## src/rtl/usr_counter_pkg.sv

```systemverilog
// rtl/usr_counter_pkg.sv - command/state types and widths for the user counter sequencer
package usr_counter_pkg;

    localparam int PRESCALE_W = 8;

    typedef enum logic [1:0] {
        CNT_OP_START  = 2'd0,
        CNT_OP_STOP   = 2'd1,
        CNT_OP_RESUME = 2'd2,
        CNT_OP_CLEAR  = 2'd3
    } usr_cnt_op_t;

    typedef enum logic [1:0] {
        CNT_IDLE  = 2'd0,
        CNT_RUN   = 2'd1,
        CNT_PAUSE = 2'd2,
        CNT_DONE  = 2'd3
    } usr_cnt_state_t;

endpackage

```

## src/rtl/usr_counter_ctrl_if.sv

```systemverilog
// rtl/usr_counter_ctrl_if.sv - valid/ready command port of the user counter sequencer
interface usr_counter_ctrl_if #(
    parameter int CNT_W = 4
);
    import usr_counter_pkg::*;

    logic             cmd_valid;
    logic             cmd_ready;
    usr_cnt_op_t      cmd_op;
    logic [CNT_W-1:0] cmd_data;

    modport master (
        output cmd_valid,
        output cmd_op,
        output cmd_data,
        input  cmd_ready
    );

    modport slave (
        input  cmd_valid,
        input  cmd_op,
        input  cmd_data,
        output cmd_ready
    );

endinterface

```

## src/rtl/usr_counter_step.sv

```systemverilog
// rtl/usr_counter_step.sv - prescaler, limit compare and wrapping count (USR_CNT_PRESCALE_EN adds prescaler)
module usr_counter_step
    import usr_counter_pkg::*;
#(
    parameter int CNT_W = 4
) (
    input  logic                  usr_clk,
    input  logic                  usr_rst,
    input  logic                  run,
    input  logic                  start,
    input  logic                  clear,
    input  logic [CNT_W-1:0]      limit_in,
`ifdef USR_CNT_PRESCALE_EN
    input  logic [PRESCALE_W-1:0] prescale,
`endif
    output logic [CNT_W-1:0]      count,
    output logic                  step_tc
);

    logic [CNT_W-1:0] limit_q;
    logic [CNT_W-1:0] count_q;
    logic             step;

`ifdef USR_CNT_PRESCALE_EN
    logic [PRESCALE_W-1:0] pre_q;

    // prescale is compared live, so a new value takes effect on the next cycle
    assign step = run && (pre_q == prescale);

    always_ff @(posedge usr_clk) begin
        if (usr_rst) begin
            pre_q <= '0;
        end else if (start || clear) begin
            pre_q <= '0;
        end else if (run) begin
            pre_q <= step ? '0 : pre_q + 1'b1;
        end
    end
`else
    assign step = run;
`endif

    assign step_tc = step && (count_q == limit_q);
    assign count   = count_q;

    // wrap at the limit is explicit, so limit = all-ones never relies on overflow
    always_ff @(posedge usr_clk) begin
        if (usr_rst) begin
            count_q <= '0;
            limit_q <= '0;
        end else begin
            if (start) begin
                limit_q <= limit_in;
            end
            if (start || clear) begin
                count_q <= '0;
            end else if (step) begin
                count_q <= step_tc ? '0 : count_q + 1'b1;
            end
        end
    end

endmodule

```

## src/rtl/usr_counter_ctrl.sv

```systemverilog
// rtl/usr_counter_ctrl.sv - command FSM for the user counter (optional USR_CNT_PRESCALE_EN prescaler)
module usr_counter_ctrl
    import usr_counter_pkg::*;
#(
    parameter int CNT_W       = 4,
    parameter bit AUTO_RELOAD = 1'b0
) (
    input  logic                  usr_clk,
    input  logic                  usr_rst,
    usr_counter_ctrl_if.slave     cmd,
`ifdef USR_CNT_PRESCALE_EN
    input  logic [PRESCALE_W-1:0] i_prescale,
`endif
    output logic [CNT_W-1:0]      o_count,
    output usr_cnt_state_t        o_state,
    output logic                  o_busy,
    output logic                  o_tc
);

    usr_cnt_state_t state_q;
    usr_cnt_state_t state_d;
    logic           tc_d;
    logic           accept;
    logic           do_start;
    logic           do_clear;
    logic           step_tc;

    assign cmd.cmd_ready = ~usr_rst;
    assign accept        = cmd.cmd_valid && cmd.cmd_ready;
    assign do_start      = accept && (cmd.cmd_op == CNT_OP_START);
    assign do_clear      = accept && (cmd.cmd_op == CNT_OP_CLEAR);

    usr_counter_step #(
        .CNT_W (CNT_W)
    ) u_step (
        .usr_clk  (usr_clk),
        .usr_rst  (usr_rst),
        .run      (state_q == CNT_RUN),
        .start    (do_start),
        .clear    (do_clear),
        .limit_in (cmd.cmd_data),
`ifdef USR_CNT_PRESCALE_EN
        .prescale (i_prescale),
`endif
        .count    (o_count),
        .step_tc  (step_tc)
    );

    always_ff @(posedge usr_clk) begin
        if (usr_rst) begin
            state_q <= CNT_IDLE;
            o_tc    <= 1'b0;
        end else begin
            state_q <= state_d;
            o_tc    <= tc_d;
        end
    end

    // an accepted command overrides the terminal-count transition
    always_comb begin
        state_d = state_q;
        tc_d    = step_tc && !do_start && !do_clear;
        if (step_tc && !AUTO_RELOAD) begin
            state_d = CNT_DONE;
        end
        if (accept) begin
            case (cmd.cmd_op)
                CNT_OP_START:  state_d = CNT_RUN;
                CNT_OP_STOP:   if (state_q == CNT_RUN) state_d = CNT_PAUSE;
                CNT_OP_RESUME: if (state_q == CNT_PAUSE) state_d = CNT_RUN;
                CNT_OP_CLEAR:  state_d = CNT_IDLE;
                default:       state_d = state_q;
            endcase
        end
    end

    assign o_state = state_q;
    assign o_busy  = (state_q == CNT_RUN) || (state_q == CNT_PAUSE);

endmodule

```

## src/flat_wrapper.sv

```systemverilog
// flat-port wrapper written by rule: the top's interface ports become plain ports
module usr_counter_ctrl_flat import usr_counter_pkg::*;
#(
    parameter int CNT_W       = 4,
    parameter bit AUTO_RELOAD = 1'b0
)
  (usr_clk, usr_rst, o_count, o_state, o_busy, o_tc, cmd_cmd_valid, cmd_cmd_op, cmd_cmd_data, cmd_cmd_ready);
  usr_counter_ctrl_if #(.CNT_W(CNT_W)) cmd_i ();
  input  logic usr_clk;
  input  logic usr_rst;
  output logic [CNT_W-1:0] o_count;
  output usr_cnt_state_t o_state;
  output logic o_busy;
  output logic o_tc;
  input wire logic [$bits(cmd_i.cmd_valid)-1:0] cmd_cmd_valid;
  input wire logic [$bits(cmd_i.cmd_op)-1:0] cmd_cmd_op;
  input wire logic [$bits(cmd_i.cmd_data)-1:0] cmd_cmd_data;
  output wire logic [$bits(cmd_i.cmd_ready)-1:0] cmd_cmd_ready;
  assign cmd_i.cmd_valid = cmd_cmd_valid;
  assign cmd_i.cmd_op = cmd_cmd_op;
  assign cmd_i.cmd_data = cmd_cmd_data;
  assign cmd_cmd_ready = cmd_i.cmd_ready;
  usr_counter_ctrl #(.CNT_W(CNT_W), .AUTO_RELOAD(AUTO_RELOAD)) u_core (.usr_clk(usr_clk), .usr_rst(usr_rst), .cmd(cmd_i), .o_count(o_count), .o_state(o_state), .o_busy(o_busy), .o_tc(o_tc));
endmodule
```

## config.mk

```make
export PLATFORM = sky130hd
export DESIGN_NAME = usr_counter_ctrl_flat
export DESIGN_NICKNAME = d
export VERILOG_FILES = /design/src/rtl/usr_counter_pkg.sv /design/src/rtl/usr_counter_ctrl_if.sv /design/src/rtl/usr_counter_step.sv /design/src/rtl/usr_counter_ctrl.sv /design/src/flat_wrapper.sv
export SDC_FILE = /design/constraint.sdc
export NUM_CORES = 1
export LEC_CHECK = 0
export BUFFER_PORTS_ARGS = -buffer_cell sky130_fd_sc_hd__buf_4
export CORE_AREA = 2 2 39 41
export DETAILED_ROUTE_END_ITERATION = 10
export DIE_AREA = 0 0 41 43
export GPL_ROUTABILITY_DRIVEN = 1
export PLACE_DENSITY = 0.69
export SETUP_SLACK_MARGIN = 0.4
export SKIP_LAST_GASP = 1
export SLEW_MARGIN = 20
export SYNTH_ARGS = -nofsm -noshare
export SYNTH_HDL_FRONTEND = slang
export SYNTH_SLANG_ARGS = --single-unit
```

## constraint.sdc

```tcl
create_clock -name usr_clk -period 1.95 [get_ports usr_clk]
set_input_delay 0.39 -clock usr_clk [delete_from_list [all_inputs] [get_ports usr_clk]]
set_output_delay 0.39 -clock usr_clk [all_outputs]
set_load 0.005 [all_outputs]
```

# After elaboration in Yosys (flattened, before gate mapping)
# Cells that the tools add are included.
[word_totals]
regBits = 11
inputBits = 9
out_inout_bits = 9
wordCells = 30
[classes]
add_sub_neg = 1
n_eq_ne = 6
mux = 6
bitwise_logic = 1
n_reduce_logical = 12
[op_table]
columns = ["op", "count"]
rows = [
  ["2-bit two-way mux", 4],
  ["2-bit one-hot mux with 4 select lines", 1],
  ["2-bit equality test (second input constant)", 3],
  ["1-bit logical AND", 6],
  ["4-bit by 1-bit adder with 4-bit output (second input constant)", 1],
  ["2-bit by 1-bit equality test with 1-bit output (second input constant)", 2],
  ["4-bit equality test", 1],
  ["4-bit two-way mux", 1],
  ["1-bit zero test", 2],
  ["2-bit zero test", 1],
  ["1-bit logical OR", 2],
  ["2-bit OR reduction", 1],
  ["1-bit NOT", 1],
]

# Depth between registers and ports, before layout
[depth]
word_depth = 6
depth_mapped = 5
mapped_depth_nobuf = 5

# By module
# From an unflattened synthesis, not the netlist that was laid out.
[unflattened]
hier_cells = 66
hier_area_um2 = 620.6
[by_module_without_submodules]
columns = ["module", "n_inst", "cells_each", "area_per_inst_um2", "seq_area_each_um2"]
rows = [
  ["usr_counter_step", 1, 43, 407.9, 160.2],
  ["usr_counter_ctrl", 1, 23, 212.7, 60.1],
]

# Worst setup path after synthesis
# No wires, ideal clock.
[synth_path]
path_kind = "register -> register"
startpoint = "reg u_core.state_q[0], in the netlist u_core.o_state[0]"
endpoint = "reg u_core.state_q[0], in the netlist u_core.o_state[0]"
setup_ps = 86
arrival_time_ps = 1178
setup_slack_ps = 686
path_stages_with_launch = 5
n_path_buf = 0
synth_period_minus_slack_ps = 1264
cell_sequence = "dfxtp_1 > ha_1 > nand2_1 > or2_4 > a221oi_2"
[synth_between]
elab_chain_len = 6
[synth_lines]
columns = ["element", "line", "rtl"]
rows = [
  ["from (decl)", "usr_counter_ctrl.sv:20", "usr_cnt_state_t state_q;"],
  ["from (signal assigned)", "usr_counter_ctrl.sv:54", "state_q <= state_d;"],
  ["2-bit by 1-bit equality test with 1-bit output", "usr_counter_ctrl.sv:38, usr_counter_ctrl.sv:69", ""],
  ["1-bit logical AND", "usr_counter_step.sv:43", "assign step_tc = step && (count_q == limit_q);"],
  ["2-bit two-way mux", "usr_counter_ctrl.sv:63", "if (step_tc && !AUTO_RELOAD) begin"],
  ["2-bit two-way mux, on equally long branches", "usr_counter_ctrl.sv:70, usr_counter_ctrl.sv:69", ""],
  ["2-bit one-hot mux with 4 select lines", "usr_counter_ctrl.sv:67", "case (cmd.cmd_op)"],
  ["2-bit two-way mux *", "usr_counter_ctrl.sv:66", "if (accept) begin"],
]
# Every way passes the cells marked *; elsewhere a longest branch is shown, timed or not.
# A chain may end at the register's enable or synchronous reset.

# Worst setup path after layout
[layout_path]
startpoint = "reg u_core.state_q[0], in the netlist u_core.o_state[0]"
endpoint = "out o_busy"
[layout_between]
elab_chain_len = 2
[layout_lines]
columns = ["element", "line", "rtl"]
rows = [
  ["2-bit by 1-bit equality test with 1-bit output / 2-bit equality test (equally long branches)", "usr_counter_ctrl.sv:78", "assign o_busy = (state_q == CNT_RUN) || (state_q == CNT_PAUSE);"],
  ["1-bit logical OR *", "usr_counter_ctrl.sv:78", ""],
  ["to (decl)", "flat_wrapper.sv:13", "output logic o_busy;"],
]
# Marked as above.

==> results.rst <==
.. list-table::
   :header-rows: 1

   * - Metric
     - Value
   * - Portion of synthesized cell area occupied by the leading cell type
     - 36.90%
   * - Logic depth of the worst setup path including buffers
     - 3
   * - Critical path start-end classification
     - flip-flop to output port
   * - Worst ir drop on vdd
     - 0.0003659 V
   * - Reg2reg end
     - u_core.o_state[0]
   * - Pins over their slew limit
     - 0
   * - Count of unique library cells instantiated by Yosys
     - 22
   * - Worst hold start
     - cmd_cmd_valid
   * - Later-pin clock latency in the skew report
     - 0.26 ns
   * - Root buffer cell
     - sky130_fd_sc_hd__clkbuf_4
   * - Sw frac
     - 25.75%
   * - Fraction of the core area covered by cells at the end of the flow
     - 55.79%
   * - Clock Sink Count
     - 11
   * - Post-synthesis cell count
     - 69
   * - Hold WC Path Type
     - input pin to flip-flop
   * - Final instance area
     - a little under 800 µm²
   * - Setup WS pre-CTS
     - 0.5796 ns
   * - Count of unresolved DRC violations after routing
     - 0
   * - Result of the run
     - finished, final reports clean
   * - Number of top-level pins
     - 18
   * - Synth async-reset ratio
     - 0%
   * - Area added between synthesis and finish
     - 29.35%
   * - Number of nets in the layout
     - about 100
   * - Clock H-tree levels
     - 1
   * - Placed cell area
     - 733.2 µm²
   * - Switching component of the power
     - 0.1256 mW
   * - Worst-case headroom to the max-slew limit
     - 81.62%
   * - Detailed-router iteration count before antenna repair
     - 2
   * - Weighted congestion reported at the end of routability-driven placement
     - 0.8128
   * - Startpoint types
     - flip-flop
   * - Wire length of the first global-routing pass
     - 1800 µm
   * - Clock period minus final worst setup slack
     - 1.480 ns
   * - Final setup violation count
     - 0
   * - ANT nets after route
     - 0
   * - R2R Setup Slk
     - 0.55 ns
   * - Die footprint
     - 1763 µm²
   * - Kind of cell adding the most delay to the critical path
     - flip-flops
   * - Max FO, Critical Path
     - 5
   * - Height of the die
     - about 43 µm
   * - WL final
     - 1091 µm
   * - Iteration-0 DRC Markers
     - 4
   * - Cell with the biggest individual delay on the critical path
     - sky130_fd_sc_hd__dfxtp_4
   * - Primary flip-flop cell chosen by synthesis mapping
     - sky130_fd_sc_hd__dfxtp_1
   * - Startpoint of the worst register-to-register path
     - u_core.o_state[0]
   * - Largest buffer count on any clock path
     - 2
   * - Count of flip-flops with a built-in enable after synthesis
     - 0
   * - Number of buffers inserted during clock tree synthesis
     - 3
   * - Site Rows
     - 14
   * - Syn Std Cell Area
     - 596.8 µm²
   * - Number of global-route vias before repair
     - 448
   * - Final clock period utilization by the worst path
     - 75.90%
   * - Horizontal die dimension
     - 41 µm
   * - Setup tns final
     - 0 ns
   * - Clock share of power
     - 31.5%
   * - Maximum clock rate
     - 675.6 MHz
   * - Hold worst-path end
     - u_core.o_state[0]
   * - Synthesized area per cell
     - a little under 9 µm²
   * - GRT Total Usage
     - around 15%
   * - Proportion of layout cells with a drive suffix above 1
     - around a third
   * - Crit-path max cell delay
     - 0.37 ns
   * - Worst path setup slack after routing
     - 0.4699 ns
   * - Unrepaired setup endpoints after global routing
     - false
   * - Net count after synthesis
     - 83
   * - Arrival @ worst endpoint
     - around 1.1 ns
   * - Number of buffer cells added on primary ports
     - 17
   * - Crit path cell chain
     - inv_2 -> ha_1 -> buf_4
   * - Leading area contributor after synthesis
     - sky130_fd_sc_hd__dfxtp_1
   * - Number of register bits inferred by synthesis
     - 11
   * - Number of buffers and inverters on the critical path
     - 2
   * - Syn. warnings
     - 0
   * - Reported leakage power
     - around 0.33 nW
   * - Cell Pwr Density
     - ~630 nW/µm²
   * - TritonCTS clock tree
     - built
   * - Portion of the post-synthesis area used by sequential elements
     - 36.90%
   * - Max-capacitance violation count
     - 0
   * - Total core area
     - 1384 µm²
   * - Starting utilization of the core area
     - between 40% and 50%
   * - Number of diodes added for antenna fixing
     - 0
   * - Via total after detailed routing
     - 503
   * - Worst Tran Pin Value
     - 0.2750 ns
   * - Synth top area cells
     - sky130_fd_sc_hd__dfxtp_1, sky130_fd_sc_hd__ha_1, sky130_fd_sc_hd__a21oi_1, sky130_fd_sc_hd__xnor2_1, sky130_fd_sc_hd__nor2_1
   * - Seq pwr share
     - 49.4%
   * - Logic depth of the worst register-to-register path
     - 5
   * - Clock-pin slew of the registers on the worst-case setup and hold paths
     - ~0.070 ns
   * - Critical path capture point type
     - output port
   * - Logic gate share of total power
     - between 10% and 20%
   * - Detail Placement HPWL
     - 843.7 µm
   * - Cell internal power dissipation
     - about 0.36 mW
   * - Hold Vio Cnt, Final
     - 0
   * - Initial antenna violation count
     - 0
   * - Critical path data required time
     - 1.56 ns
   * - Largest clock skew in the final design
     - 0.002759 ns
   * - Total overflow reported by the global router
     - 0
   * - Vias per inst
     - 4.790
   * - Average wire per standard cell
     - 10.39 µm
   * - Maximum number of pins on one net before global-route repair
     - 10
   * - WHS Path Cells
     - 2
power groups by stage:
| stage | registers (mW) | clock network (mW) | logic (mW) |
|---|---|---|---|
| 6_report | 0.241 | 0.154 | 0.0933 |
| 5_1_grt | 0.243 | 0.172 | 0.105 |
| 4_1_cts | 0.241 | 0.162 | 0.0902 |
| 3_5_place_dp | 0.246 | 0 | 0.0891 |
| 3_3_place_gp | 0.245 | 0 | 0.0900 |
| 2_1_floorplan | 0.245 | 0 | 0.0540 |
flip-flops by register name (all words and copies together) (netlist names):
register and flops:
u_core.o_state 2, u_core.o_tc 1, u_core.u_step.count 4, u_core.u_step.limit_q 4
worst max path at each step:
stage                      start  slack (ns)           endpoint
2_1_floorplan  u_core.o_state[0]        0.69  u_core.o_state[0]
3_3_place_gp       cmd_cmd_op[1]        0.59  u_core.o_state[1]
3_5_place_dp   u_core.o_state[0]        0.58  u_core.o_state[0]
4_1_cts        u_core.o_state[0]        0.40             o_busy
5_1_grt        u_core.o_state[0]        0.41             o_busy
6_report       u_core.o_state[0]        0.47             o_busy
stage by stage:
stage               total power, mW  hold slack [ns]  instances
floorplan                    0.2991           0.4661         69
global placement             0.3355           0.4827        100
detailed placement           0.3350           0.4864        100
CTS                          0.4933           0.3193        104
global route                 0.5195           0.3294        105
finish                       0.4879           0.3352        105
timing repair:
action                     4_1_cts  5_1_grt
hold endpoints to repair         0        0
buffers inserted                 0        1
setup endpoints to repair        1        1
hold buffers                     0        0
gates resized for setup          2        3
synth_stat cells (all sizes together) (2+ instances only):
cell type / n
xor2: 2
nor2b: 2
nor2: 7
inv: 4
ha: 5
dfxtp: 11
a21oi: 9
xnor2: 5
o21ai: 5
nand2: 6
nand2b: 2
metal layers:
layer	vias up	part of all wire (%)	global-route usage (%)
li1	275	-	-
met1	215	50	20.39
met2	11	45	20.00
met3	2	4.3	3.665
met4	0	0.92	12.00
met5	-	0	0
logic make-up (layout without fill, tap and decap cells):
| family | after synthesis | after routing | share of synthesized area, % |
|---|---|---|---|
| flip-flops | 11 | 11 | 36.90 |
| AO/OA/AOI/OAI | 18 | 18 | 18.03 |
| AND/OR/NAND/NOR | 21 | 21 | 18.24 |
| adder cells (fa/ha/maj) | 5 | 5 | 10.48 |
| XOR/XNOR | 7 | 7 | 10.27 |
| buffers and inverters | 6 | 26 | 4.402 |
| multiplexers | 1 | 1 | 1.677 |
worst reg2reg max path: stages (launching register included):
cell	delay [ns]
sky130_fd_sc_hd__dfxtp_4	0.37
sky130_fd_sc_hd__buf_4	0.12
sky130_fd_sc_hd__ha_1	0.24
sky130_fd_sc_hd__nand2_1	0.09
sky130_fd_sc_hd__or2_4	0.25
sky130_fd_sc_hd__a221oi_2	0.23
cells in the final DEF, fill, tap and decap left out, types with 2 or more instances in the layout:
master,instances
sky130_fd_sc_hd__a21oi_1,9
sky130_fd_sc_hd__buf_4,18
sky130_fd_sc_hd__clkbuf_4,3
sky130_fd_sc_hd__dfxtp_1,9
sky130_fd_sc_hd__ha_1,5
sky130_fd_sc_hd__inv_1,2
sky130_fd_sc_hd__inv_2,2
sky130_fd_sc_hd__nand2_1,6
sky130_fd_sc_hd__nand2b_1,2
sky130_fd_sc_hd__nor2_1,7
sky130_fd_sc_hd__nor2b_1,2
sky130_fd_sc_hd__o21ai_0,5
sky130_fd_sc_hd__xnor2_1,5
sky130_fd_sc_hd__xor2_1,2
area by class of cell:
cell class                      instances  area [µm²]
Tap cell                               16       20.02
Timing Repair Buffer                   18       135.1
Fill cell                             129       611.8
Clock buffer                            4       26.28
Inverter                                4       15.01
Sequential cell                        11       225.2
Multi-Input combinational cell         52       350.3
No activity file was read; power rests on OpenSTA's default activity.
